$ cat src/rtl/ita_activation_ctrl.sv
// ita_activation_ctrl: tile sequencer for the activation unit with credit-based issue and an output FIFO
module ita_activation_ctrl #(
    parameter int N          = 16,
    parameter int WIDTH      = 8,
    parameter int LATENCY    = 2,
    parameter int FIFO_DEPTH = 4,
    parameter int LEN_W      = 16,
    parameter int GELU_W     = 16
) (
    input  logic                 clk_i,
    input  logic                 rst_i,
    input  logic                 cfg_valid_i,
    output logic                 cfg_ready_o,
    input  logic [1:0]           cfg_act_i,
    input  logic [LEN_W-1:0]     cfg_len_i,
    input  logic                 cfg_mode_i,
    input  logic [7:0]           cfg_mult_i,
    input  logic [7:0]           cfg_shift_i,
    input  logic [7:0]           cfg_add_i,
    input  logic [GELU_W-1:0]    cfg_one_i,
    input  logic [GELU_W-1:0]    cfg_b_i,
    input  logic [GELU_W-1:0]    cfg_c_i,
    input  logic                 in_valid_i,
    output logic                 in_ready_o,
    input  logic [N*WIDTH-1:0]   in_data_i,
    output logic [N*WIDTH-1:0]   act_data_o,
    output logic                 act_calc_en_o,
    output logic                 act_calc_en_q_o,
    output logic [1:0]           act_sel_o,
    output logic                 act_mode_o,
    output logic [7:0]           act_mult_o,
    output logic [7:0]           act_shift_o,
    output logic [7:0]           act_add_o,
    output logic [GELU_W-1:0]    act_one_o,
    output logic [GELU_W-1:0]    act_b_o,
    output logic [GELU_W-1:0]    act_c_o,
    input  logic [N*WIDTH-1:0]   act_data_i,
    output logic                 out_valid_o,
    input  logic                 out_ready_i,
    output logic [N*WIDTH-1:0]   out_data_o,
    output logic                 out_last_o,
    output logic                 done_o,
    output logic                 busy_o
);
    localparam int DW = N * WIDTH;
    localparam int PW = (FIFO_DEPTH > 1) ? $clog2(FIFO_DEPTH) : 1;
    localparam int CW = $clog2(FIFO_DEPTH + LATENCY + 2) + 1;

    typedef enum logic [1:0] {S_IDLE, S_RUN, S_DRAIN, S_DONE} state_t;

    if (FIFO_DEPTH < LATENCY + 1) begin : g_depth_check
        $error("FIFO_DEPTH must be at least LATENCY+1");
    end

    state_t              r_state;
    logic                r_cfg_ready;
    logic                r_done;
    logic [LEN_W-1:0]    r_remaining;
    logic [1:0]          r_sel;
    logic                r_mode;
    logic [7:0]          r_mult;
    logic [7:0]          r_shift;
    logic [7:0]          r_add;
    logic [GELU_W-1:0]   r_one;
    logic [GELU_W-1:0]   r_b;
    logic [GELU_W-1:0]   r_c;
    logic [DW-1:0]       r_act_data;
    logic                r_en;
    logic                r_en_last;
    logic                r_en_q;
    logic [LATENCY-1:0]  r_sr;
    logic [LATENCY-1:0]  r_lsr;
    logic [DW:0]         r_mem [FIFO_DEPTH];
    logic [PW-1:0]       r_wr;
    logic [PW-1:0]       r_rd;
    logic [CW-1:0]       r_count;

    logic                w_cfg_hs;
    logic                w_in_ready;
    logic                w_in_hs;
    logic                w_out_valid;
    logic                w_pop;
    logic                w_push;
    logic [CW-1:0]       w_inflight;
    logic [DW:0]         w_head;

    function automatic logic [PW-1:0] f_inc(input logic [PW-1:0] p);
        return (p == PW'(FIFO_DEPTH - 1)) ? '0 : p + PW'(1);
    endfunction

    // Beats in flight include the issue stage so a beat reserves its FIFO slot from the cycle it is accepted.
    // A same-cycle pop returns its slot immediately, which lets the loop sustain one beat per cycle.
    assign w_inflight  = CW'($countones(r_sr)) + CW'(r_en);
    assign w_out_valid = (r_count != '0);
    assign w_pop       = w_out_valid && out_ready_i;
    assign w_push      = r_sr[LATENCY-1];
    assign w_head      = r_mem[r_rd];
    assign w_in_ready  = (r_state == S_RUN) && (r_remaining != '0) &&
                         (r_count + w_inflight < CW'(FIFO_DEPTH) + CW'(w_pop));
    assign w_in_hs     = in_valid_i && w_in_ready;
    assign w_cfg_hs    = cfg_valid_i && r_cfg_ready;

    // Tile sequencing: accept config, count issued beats, wait for the last beat to leave, pulse done.
    always_ff @(posedge clk_i) begin
        if (rst_i) begin
            r_state     <= S_IDLE;
            r_cfg_ready <= 1'b0;
            r_done      <= 1'b0;
            r_remaining <= '0;
            r_sel       <= 2'd0;
            r_mode      <= 1'b0;
            r_mult      <= '0;
            r_shift     <= '0;
            r_add       <= '0;
            r_one       <= '0;
            r_b         <= '0;
            r_c         <= '0;
        end else begin
            r_done <= 1'b0;
            case (r_state)
                S_IDLE: begin
                    if (w_cfg_hs) begin
                        r_sel       <= cfg_act_i;
                        r_mode      <= cfg_mode_i;
                        r_mult      <= cfg_mult_i;
                        r_shift     <= cfg_shift_i;
                        r_add       <= cfg_add_i;
                        r_one       <= cfg_one_i;
                        r_b         <= cfg_b_i;
                        r_c         <= cfg_c_i;
                        r_remaining <= cfg_len_i;
                        r_cfg_ready <= 1'b0;
                        if (cfg_len_i == '0) begin
                            r_state <= S_DONE;
                            r_done  <= 1'b1;
                        end else begin
                            r_state <= S_RUN;
                        end
                    end else begin
                        r_cfg_ready <= 1'b1;
                    end
                end
                S_RUN: begin
                    if (w_in_hs) begin
                        r_remaining <= r_remaining - LEN_W'(1);
                        if (r_remaining == LEN_W'(1)) r_state <= S_DRAIN;
                    end
                end
                S_DRAIN: begin
                    if (w_pop && w_head[DW] && w_inflight == '0 && r_count == CW'(1)) begin
                        r_state <= S_DONE;
                        r_done  <= 1'b1;
                    end
                end
                S_DONE: begin
                    r_state     <= S_IDLE;
                    r_cfg_ready <= 1'b1;
                end
                default: r_state <= S_IDLE;
            endcase
        end
    end

    // Issue register and the in-flight shift registers that mirror the activation pipeline.
    always_ff @(posedge clk_i) begin
        if (rst_i) begin
            r_act_data <= '0;
            r_en       <= 1'b0;
            r_en_last  <= 1'b0;
            r_en_q     <= 1'b0;
            r_sr       <= '0;
            r_lsr      <= '0;
        end else begin
            if (w_in_hs) r_act_data <= in_data_i;
            r_en      <= w_in_hs;
            r_en_last <= w_in_hs && (r_remaining == LEN_W'(1));
            r_en_q    <= r_en;
            r_sr      <= (r_sr << 1) | LATENCY'(r_en);
            r_lsr     <= (r_lsr << 1) | LATENCY'(r_en_last);
        end
    end

    // Output FIFO pointers and occupancy.
    always_ff @(posedge clk_i) begin
        if (rst_i) begin
            r_wr    <= '0;
            r_rd    <= '0;
            r_count <= '0;
        end else begin
            if (w_push) r_wr <= f_inc(r_wr);
            if (w_pop) r_rd <= f_inc(r_rd);
            r_count <= r_count + CW'(w_push) - CW'(w_pop);
        end
    end

    // FIFO storage: pipeline result tagged with its last-beat flag.
    always_ff @(posedge clk_i) begin
        if (w_push) r_mem[r_wr] <= {r_lsr[LATENCY-1], act_data_i};
    end

    // The credit rule must never let a result arrive at a full FIFO unless a pop frees a slot.
    always_ff @(posedge clk_i) begin
        if (!rst_i && w_push) assert (r_count != CW'(FIFO_DEPTH) || w_pop);
    end

    assign cfg_ready_o     = r_cfg_ready;
    assign in_ready_o      = w_in_ready;
    assign act_data_o      = r_act_data;
    assign act_calc_en_o   = r_en;
    assign act_calc_en_q_o = r_en_q;
    assign act_sel_o       = r_sel;
    assign act_mode_o      = r_mode;
    assign act_mult_o      = r_mult;
    assign act_shift_o     = r_shift;
    assign act_add_o       = r_add;
    assign act_one_o       = r_one;
    assign act_b_o         = r_b;
    assign act_c_o         = r_c;
    assign out_valid_o     = w_out_valid;
    assign out_data_o      = w_out_valid ? w_head[DW-1:0] : '0;
    assign out_last_o      = w_out_valid && w_head[DW];
    assign done_o          = r_done;
    assign busy_o          = (r_state != S_IDLE);
endmodule

$ cat config.mk
export PLATFORM = sky130hd
export DESIGN_NAME = ita_activation_ctrl
export DESIGN_NICKNAME = d
export VERILOG_FILES = /design/src/rtl/ita_activation_ctrl.sv
export SDC_FILE = /design/constraint.sdc
export NUM_CORES = 1
export LEC_CHECK = 0
export BUFFER_PORTS_ARGS = -buffer_cell sky130_fd_sc_hd__buf_2
export CORE_AREA = 2 2 295 224
export DETAILED_ROUTE_END_ITERATION = 10
export DIE_AREA = 0 0 297 226
export PLACE_DENSITY_LB_ADDON = 0.05
export SYNTH_ARGS = -nofsm -noshare
export SYNTH_HDL_FRONTEND = slang
export SYNTH_SLANG_ARGS = --single-unit
$ cat constraint.sdc
create_clock -name clk_i -period 4.35 [get_ports clk_i]
set_clock_uncertainty 0.15 [all_clocks]
set_input_delay 0.2175 -clock clk_i [delete_from_list [all_inputs] [get_ports clk_i]]
set_output_delay 0.2175 -clock clk_i [all_outputs]
set_load 0.01 [all_outputs]
==> out/results.tsv, run 1 <==
metric	value	unit
outcome	complete, no violations	
most common cell after layout, fill and taps aside	buf_2	
Setup violations, final	0	
TritonCTS clock tree	yes	
area leader, netlist	edfxtp_1	
first-pass GRT wire length	126	mm
top_reg_cell synth	edfxtp_1	
GRT Overall Usage	24.9	%
share of cells above drive strength 1	31.9	%
Worst-path clk slew	0.06	ns
DIE HEIGHT	226	um
RSZ-0062 raised after global routing	no	
via count	20300	
drt drc	0	
grt ovf	0	
Cells after Synth	1965	
Area growth syn-to-layout	37.1	%
initial antenna violation count	17	
worst r2r src	r_sr[1]	
final hold violations	0	
Bufs on Longest Clock Path	3	
Area contributors post-synth	edfxtp_1, dfxtp_1, mux4_2	
Syn Area/Cell	14.6	um2
CTS Buf Count	76	
worst-margin pin slew	1.09	ns
Die X	297	um
CP Class	reg -> out	
effective utilization at floorplan	44.4	%
Max Cap Viol	0	
YS warnings	0	
Synth top area share	54.1	%
antenna-violating nets left	0	
number of DRC markers in iteration 0	1361	
setup total negative slack	0	ns
Hold Path Sink	r_state[1]	
critical path launch point type	flop	
Hold Path Depth	5	
# IOs	691	
Slew HR	27.3	%
Sink Count	755	
Power Total	0.0209	W
Vias/cell	5.16	
Post-synth ARST share	0	%
Layout fillers	5152	
vias in the first global route	20340	
drt pass-1 iters	5	
half-perimeter wire length after placement	56.5	mm
DR WL met3	7.26	mm
Period minus WS final	3.88	ns
Distinct cells, synth	51	
Max Slew Vio Count	0	
register area share after synthesis	70.8	%
slowest CP cell	ha_1	
reg-to-reg endpoint	act_data_o[14]	
full die area	67100	um2
Mapped Area	28600	um2
max incr delay on CP	0.68	ns
hold crit path type	in -> reg	
Rows	81	
Max IR drop VDD	0.470	mV
hold_sp	in_valid_i	
syn nets	2338	
number of synthesized flops with an enable pin	516	
H-tree depth	3	
post-layout util	60.9	%
Met2 Wirelength	40.3	mm
non-filler cells, final	3937	
crit share post-route	89.2	%
DR top layer	met5	
crit path DAT	3.51	ns
Met1 Routed Length	36.4	mm
most frequent cells in the layout	buf_2, edfxtp_1, nand2_1	
Net count, final	3374	
most frequent CP cell	inv_1	
reg2reg setup slack	0.85	ns
FF+latch count, synth	755	
core area	64500	um2
Max Freq	0.258	GHz
largest net degree at the start of global routing	211	
crit path cell chain	inv_1 -> ha_1 -> inv_1 -> a41o_1 -> nor3_1 -> buf_2	
CP max FO	29	
critical path endpoint category	output pin	
post-DR wirelength/cell	21.9	um
PD cells	533	nW/um2
worst r2r path cells	9	
placer congestion estimate	0.862	
root buffer cell	clkbuf_16	
Lkg Pwr	14.8	nW
PortBufs	690	
worst skew pair latency	0.60	ns
Worst EP required	3.98	ns
total wire length	86.2	mm
placed insts	3429	
post-CTS setup buffer count	0	
## flip-flops by register name (all words and copies together) (netlist names), named ones only
signal,cells
r_remaining,16
r_en_last,1
cfg_ready_o,1
act_c_o,16
act_add_o,8
r_wr,2
act_calc_en_o,1
act_sel_o,2
act_mult_o,8
r_state,2
done_o,1
r_sr,2
act_mode_o,1
r_mem,516
r_rd,2
act_one_o,16
act_shift_o,8
r_lsr,2
act_data_o,128
act_b_o,16
r_count,4
## area by class of cell
class | instances | area (um2) | area share (%)
Timing Repair Buffer | 1083 | 7470 | 19.0
Clock buffer | 107 | 2120 | 5.40
Antenna cell | 5 | 12.5 | 0.0319
Multi-Input combinational cell | 1062 | 7730 | 19.7
Inverter | 23 | 86.3 | 0.220
Clock inverter | 31 | 447 | 1.14
Tap cell | 871 | 1090 | 2.78
Sequential cell | 755 | 20300 | 51.7
## cell families (layout without fill, tap and decap cells)
logic type      after synthesis  in the layout  synth area share (%)
simple gates                623            623                  9.94
fa+ha+maj                    21             21                 0.996
xor+xnor                      3              3                0.0918
mux                         132            132                  10.3
other cells                   0              5                     0
buf+inv                     148           1244                  2.33
compound gates              283            283                  5.55
flops                       755            755                  70.8
## layer usage
metal | vias up | global-route usage (%)
met5 | - | 0
met4 | 16 | 7.35
met3 | 167 | 6.78
met2 | 817 | 38.4
li1 | 9276 | -
met1 | 10024 | 34.8
## worst max path at each step
stage          slack (ns)              to        from
5_1_grt              0.23      in_ready_o  r_state[1]
2_1_floorplan        0.19     r_mem[3][0]     r_wr[0]
3_3_place_gp         0.97  act_data_o[67]     r_sr[1]
3_5_place_dp         0.84  act_data_o[12]     r_sr[1]
4_1_cts              0.61      in_ready_o  r_state[1]
6_report             0.47      in_ready_o  r_state[1]
## power by group
group	switching (W)	total, W	internal (W)
registers	0.000270	0.00826	0.00799
clock network	0.00275	0.00676	0.00401
logic	0.00341	0.00588	0.00247
## synth_stat cells (4+ instances only)
| master | count |
|---|---|
| buf_1 | 10 |
| ha_1 | 18 |
| edfxtp_1 | 516 |
| inv_1 | 23 |
| nor2_1 | 20 |
| nor4_1 | 7 |
| o311ai_0 | 4 |
| nand2_1 | 419 |
| o311ai_1 | 6 |
| o31ai_1 | 14 |
| buf_2 | 24 |
| buf_6 | 11 |
| nor3_1 | 11 |
| and2_1 | 133 |
| a21oi_1 | 227 |
| clkbuf_1 | 80 |
| o211ai_1 | 4 |
| dfxtp_1 | 239 |
| mux4_2 | 129 |
| o21ai_0 | 9 |
| nor2b_1 | 10 |
## metrics by stage
| stage | hold WS [ns] | area [um2] | worst slack (ns) |
|---|---|---|---|
| 5_1_grt | 0.124 | 39200 | 0.229 |
| 3_5_place_dp | 0.282 | 33000 | 0.840 |
| 6_report | 0.149 | 39200 | 0.472 |
| 2_1_floorplan | 0.166 | 28600 | 0.194 |
| 4_1_cts | 0.0759 | 39200 | 0.610 |
| 3_3_place_gp | 0.279 | 33000 | 0.966 |
## repair_timing
action                    4_1_cts  5_1_grt
hold buffers                  365        0
gates resized for setup         0        0
hold endpoints to repair      737        0
## critical path, delay by kind of cell (launching register included)
| kind | cells | cell delay [ns] |
|---|---|---|
| flops | 1 | 0.33 |
| simple gates | 1 | 0.49 |
| fa+ha+maj | 1 | 0.68 |
| compound gates | 1 | 0.41 |
| buf+inv | 3 | 0.99 |
Note: power is estimated with default switching activity, not from simulation.
==> run 2, diff against run 1 <==
--- a/config.mk
+++ b/config.mk
@@ -6,10 +6,12 @@
 export NUM_CORES = 1
 export LEC_CHECK = 0
 export BUFFER_PORTS_ARGS = -buffer_cell sky130_fd_sc_hd__buf_2
+export CAP_MARGIN = 20
 export CORE_AREA = 2 2 295 224
 export DETAILED_ROUTE_END_ITERATION = 10
 export DIE_AREA = 0 0 297 226
 export PLACE_DENSITY_LB_ADDON = 0.05
+export RECOVER_POWER = 100
 export SYNTH_ARGS = -nofsm -noshare
 export SYNTH_HDL_FRONTEND = slang
 export SYNTH_SLANG_ARGS = --single-unit
==> run 2 against run 1 <==
The run now ends with max-capacitance violations, max-slew violations left. Core utilization is 0.97 points lower. Non-clock buffer count is 1 higher. Via count hardly changed. Largest power group unchanged. Critical path type is now reg -> reg.
==> out/results.tsv, run 2 (synthesis results as in run 1) <==
metric	value	unit
Net count, final	3375	
Lkg Pwr	13.2	nW
setup slack after layout	0.456	ns
Max Cap Viol	9	
RSZ-0062 raised after global routing	no	
full die area	67100	um2
number of DRC markers in iteration 0	1444	
Worst-path clk slew	0.06	ns
via count	20319	
H-tree depth	3	
Slew HR	-74.0	%
Rows	81	
post-layout util	59.9	%
most common cell after layout, fill and taps aside	edfxtp_1	
PortBufs	690	
max incr delay on CP	0.56	ns
CP max FO	42	
largest net degree at the start of global routing	211	
most frequent CP cell	fa_1	
post-DR wirelength/cell	21.9	um
Vias/cell	5.16	
PD cells	536	nW/um2
antenna-violating nets left	0	
outcome	complete, but fails checks	
Sink Count	755	
Max Freq	0.257	GHz
final hold violations	0	
slowest CP cell	or3_4	
Period minus WS final	3.89	ns
CP Class	reg -> reg	
failing checks	max-capacitance violations, max-slew violations	
critical path launch point type	flop	
crit path DAT	4.23	ns
Area growth syn-to-layout	34.9	%
share of cells above drive strength 1	18.3	%
first-pass GRT wire length	126	mm
crit share post-route	89.5	%
DIE HEIGHT	226	um
drt pass-1 iters	5	
TritonCTS clock tree	yes	
Setup WS pre-CTS	0.840	ns
Max Slew Vio Count	647	
grt ovf	0	
Setup violations, final	0	
GRT Overall Usage	24.9	%
worst skew pair latency	0.60	ns
effective utilization at floorplan	44.4	%
crit path cell chain	fa_1 -> ha_1 -> inv_1 -> fa_1 -> xor2_1 -> a41oi_1 -> or3_4 -> clkbuf_2 -> nand2_1 -> a21oi_1	
most frequent cells in the layout	edfxtp_1, clkbuf_1, nand2_1	
critical path endpoint category	flop	
drt drc	0	
most flop-heavy register	r_mem	
# IOs	691	
worst-margin pin slew	2.61	ns
placer congestion estimate	0.862	
Die X	297	um
Post-CTS Resized	0	
Max IR drop VDD	0.410	mV
core area	64500	um2
CTS Buf Count	76	
max reg flops	516	
Worst EP required	4.69	ns
initial antenna violation count	17	
hold crit path type	in -> reg	
root buffer cell	clkbuf_16	
Bufs on Longest Clock Path	3	
setup total negative slack	0	ns
total wire length	86.3	mm
half-perimeter wire length after placement	56.5	mm
vias in the first global route	20340	
run 2: cell types whose count changed in the layout (fill, tap and decap cells not counted), sizes merged:
cell    delta
buf      -420
clkbuf   +421
run 2: per-layer routing:
metal / global-route usage [%] / wire [um]
met5: 0 / 109
met4: 7.35 / 2170
met3: 6.78 / 6910
met2: 38.4 / 40400
met1: 34.8 / 36800
run 2: power breakdown:
group / internal, W / total (W) / switching, W
logic: 0.00224 / 0.00566 / 0.00341
clock network: 0.00401 / 0.00676 / 0.00274
registers: 0.00799 / 0.00827 / 0.000277
total: 0.0143 / 0.0207 / 0.00643
run 2: per-stage QoR:
step	power, W	instance area (um2)	hold slack [ns]	std cells
finish	0.0207	38600	0.132	3938
global route	0.0216	38600	0.124	3935
CTS	0.0211	39200	0.0759	3932
detailed placement	0.0140	33000	0.282	3429
global placement	0.0140	33000	0.279	3429
floorplan	0.0117	28600	0.166	1965
run 2: timing repair:
action	4_1_cts	5_1_grt
hold buffers	365	0
hold endpoints to repair	737	0
setup buffers	0	0
run 2: area by class of cell:
cell class              instances  area, um2
diodes                          5       12.5
clock buffers                 107       2120
clock inverters                31        447
fillers                      5343      25800
inverters                      23       86.3
multi-input cells            1062       7690
flip-flops and latches        755      20300
well taps                     871       1090
repair buffers               1084       6880
run 2: worst max-delay path, delay by kind of cell, from the launching register on:
family / cells / cell delay (ns)
xor+xnor: 1 / 0.15
buf+inv: 2 / 0.58
flops: 1 / 0.39
compound gates: 2 / 0.68
fa+ha+maj: 3 / 1.13
simple gates: 2 / 0.67
run 2: worst paths after layout:
path / startpoint / endpoint / slack, ns / depth (start not counted)
setup / recovery: r_sr[1] / act_data_o[92] / 0.46 / 10
hold / removal: in_valid_i / r_state[1] / 0.13 / 5
setup reg to reg: r_sr[1] / act_data_o[92] / 0.46 / 10
hold reg to reg: r_en_last / r_lsr[0] / 0.29 / 1
==> run 3, diff against run 2 <==
--- a/config.mk
+++ b/config.mk
@@ -7,9 +7,9 @@
 export LEC_CHECK = 0
 export BUFFER_PORTS_ARGS = -buffer_cell sky130_fd_sc_hd__buf_2
 export CAP_MARGIN = 20
-export CORE_AREA = 2 2 295 224
+export CORE_AREA = 2 2 271 273
 export DETAILED_ROUTE_END_ITERATION = 10
-export DIE_AREA = 0 0 297 226
+export DIE_AREA = 0 0 273 275
 export PLACE_DENSITY_LB_ADDON = 0.05
 export RECOVER_POWER = 100
 export SYNTH_ARGS = -nofsm -noshare
==> run 3 against run 2 <==
Worst setup slack got worse by 0.071 ns. Critical path type unchanged. Global-route usage decreased by 2.4 points. Die area increased by 12%. The run still ends with max-capacitance violations, max-slew violations left. Largest power group unchanged. First-iteration DRC count decreased by 0.21%. Largest cell class unchanged. Final cell count increased by 4.2%. Sequential share of layout area decreased by 1.2 points.
==> out/results.tsv, run 3 (synthesis results as in run 1) <==
metric	value	unit
outcome	complete, but fails checks	
failing checks	max-capacitance violations, max-slew violations	
Slew HR	-102	%
drt pass-1 iters	6	
post-layout util	54.6	%
Setup violations, final	0	
crit share post-route	91.2	%
most frequent cells in the layout	edfxtp_1, dlygate4sd3_1, clkbuf_1	
grt ovf	0	
critical path endpoint category	flop	
placer congestion estimate	0.852	
TritonCTS clock tree	yes	
hold slack	0.100	ns
CP Class	reg -> reg	
number of DRC markers in iteration 0	1441	
Rows	99	
largest net degree at the start of global routing	147	
share of cells above drive strength 1	18.1	%
Net count, final	3449	
Max Slew Vio Count	581	
Max Freq	0.252	GHz
non-filler cells, final	4103	
Reg area	20300	um2
post-DR wirelength/cell	21.4	um
antenna-violating nets left	0	
PD cells	526	nW/um2
hold crit path type	in -> reg	
placed cell area	33100	um2
setup total negative slack	0	ns
Vias/cell	4.98	
max reg flops	516	
half-perimeter wire length after placement	57.1	mm
worst-margin pin slew	3.03	ns
core area	72300	um2
final hold violations	0	
initial antenna violation count	14	
placed insts	3513	
first-pass GRT wire length	127	mm
DIE HEIGHT	275	um
Bufs on Longest Clock Path	3	
root buffer cell	clkbuf_16	
via count	20428	
Area growth syn-to-layout	38.0	%
Post-CTS Resized	0	
Lkg Pwr	13.7	nW
full die area	75100	um2
CP max FO	128	
GRT Overall Usage	22.5	%
Die X	273	um
crit path DAT	4.37	ns
# IOs	691	
CTS Buf Count	82	
total wire length	87.7	mm
final instance area	39500	um2
vias in the first global route	20473	
effective utilization at floorplan	39.6	%
Period minus WS final	3.97	ns
Max IR drop VDD	0.321	mV
RSZ-0062 raised after global routing	no	
most flop-heavy register	r_mem	
Worst EP required	4.76	ns
worst skew pair latency	0.63	ns
drt drc	0	
H-tree depth	3	
PortBufs	690	
critical path launch point type	flop	
area of the multi-input gates	7690	um2
Sink Count	755	
Max Cap Viol	8	
Layout fillers	6235	
most common cell after layout, fill and taps aside	edfxtp_1	
Worst-path clk slew	0.06	ns
-- run 3: cell types whose count changed in the layout (fill, tap and decap cells not counted), moves of 5 or more --
cell and change:
and2_0 +7, and2_1 -7, buf_2 +10, bufinv_16 -6, clkbuf_1 -10, clkinv_1 +5, dlygate4sd3_1 +73
-- run 3: cell type report --
class	count	area share (%)
well taps	959	3.04
flip-flops and latches	755	51.4
repair buffers	1152	19.3
diodes	4	0.0253
clock inverters	33	0.868
multi-input cells	1062	19.5
inverters	23	0.219
clock buffers	115	5.76
-- run 3: final timing paths --
check,start,end,slack [ns],depth (start not counted)
min,in_valid_i,r_state[1],0.10,5
max reg2reg,r_sr[1],act_data_o[55],0.38,10
min reg2reg,act_one_o[12],act_one_o[12],0.30,2
max,r_sr[1],act_data_o[55],0.38,10
-- run 3: layer usage --
| layer | routed length [um] | up-vias | global-route usage [%] |
|---|---|---|---|
| li1 | - | 9432 | - |
| met1 | 35900 | 10077 | 29.2 |
| met2 | 40900 | 724 | 35.2 |
| met3 | 8250 | 173 | 7.99 |
| met4 | 2420 | 22 | 7.38 |
| met5 | 159 | - | 0 |
-- run 3: power by group --
part	total (W)	internal, W	switching [W]
clock network	0.00677	0.00392	0.00285
registers	0.00832	0.00799	0.000325
logic	0.00568	0.00232	0.00336
total	0.0208	0.0142	0.00654
-- run 3: per-stage QoR --
| step | power (W) | worst slack, ns |
|---|---|---|
| detailed placement | 0.0140 | 1.02 |
| floorplan | 0.0117 | 0.194 |
| CTS | 0.0212 | 0.505 |
| global placement | 0.0140 | 1.01 |
| global route | 0.0218 | 0.141 |
| finish | 0.0208 | 0.385 |
-- run 3: worst max-delay path, cell delays in order, from the launching register on --
cell and delay [ns]:
dfxtp_1 0.39, fa_1 0.53, ha_1 0.19, inv_1 0.07, fa_1 0.57, a41oi_4 0.16
nor3_1 0.36, buf_12 0.43, nand2_1 0.16, a21oi_1 0.15, dlygate4sd3_1 0.60
-- run 3: what timing repair did --
item                                   in CTS  in global routing
setup buffers                               0                  0
hold buffers                              438                  0
endpoints found under the hold margin     737                  0
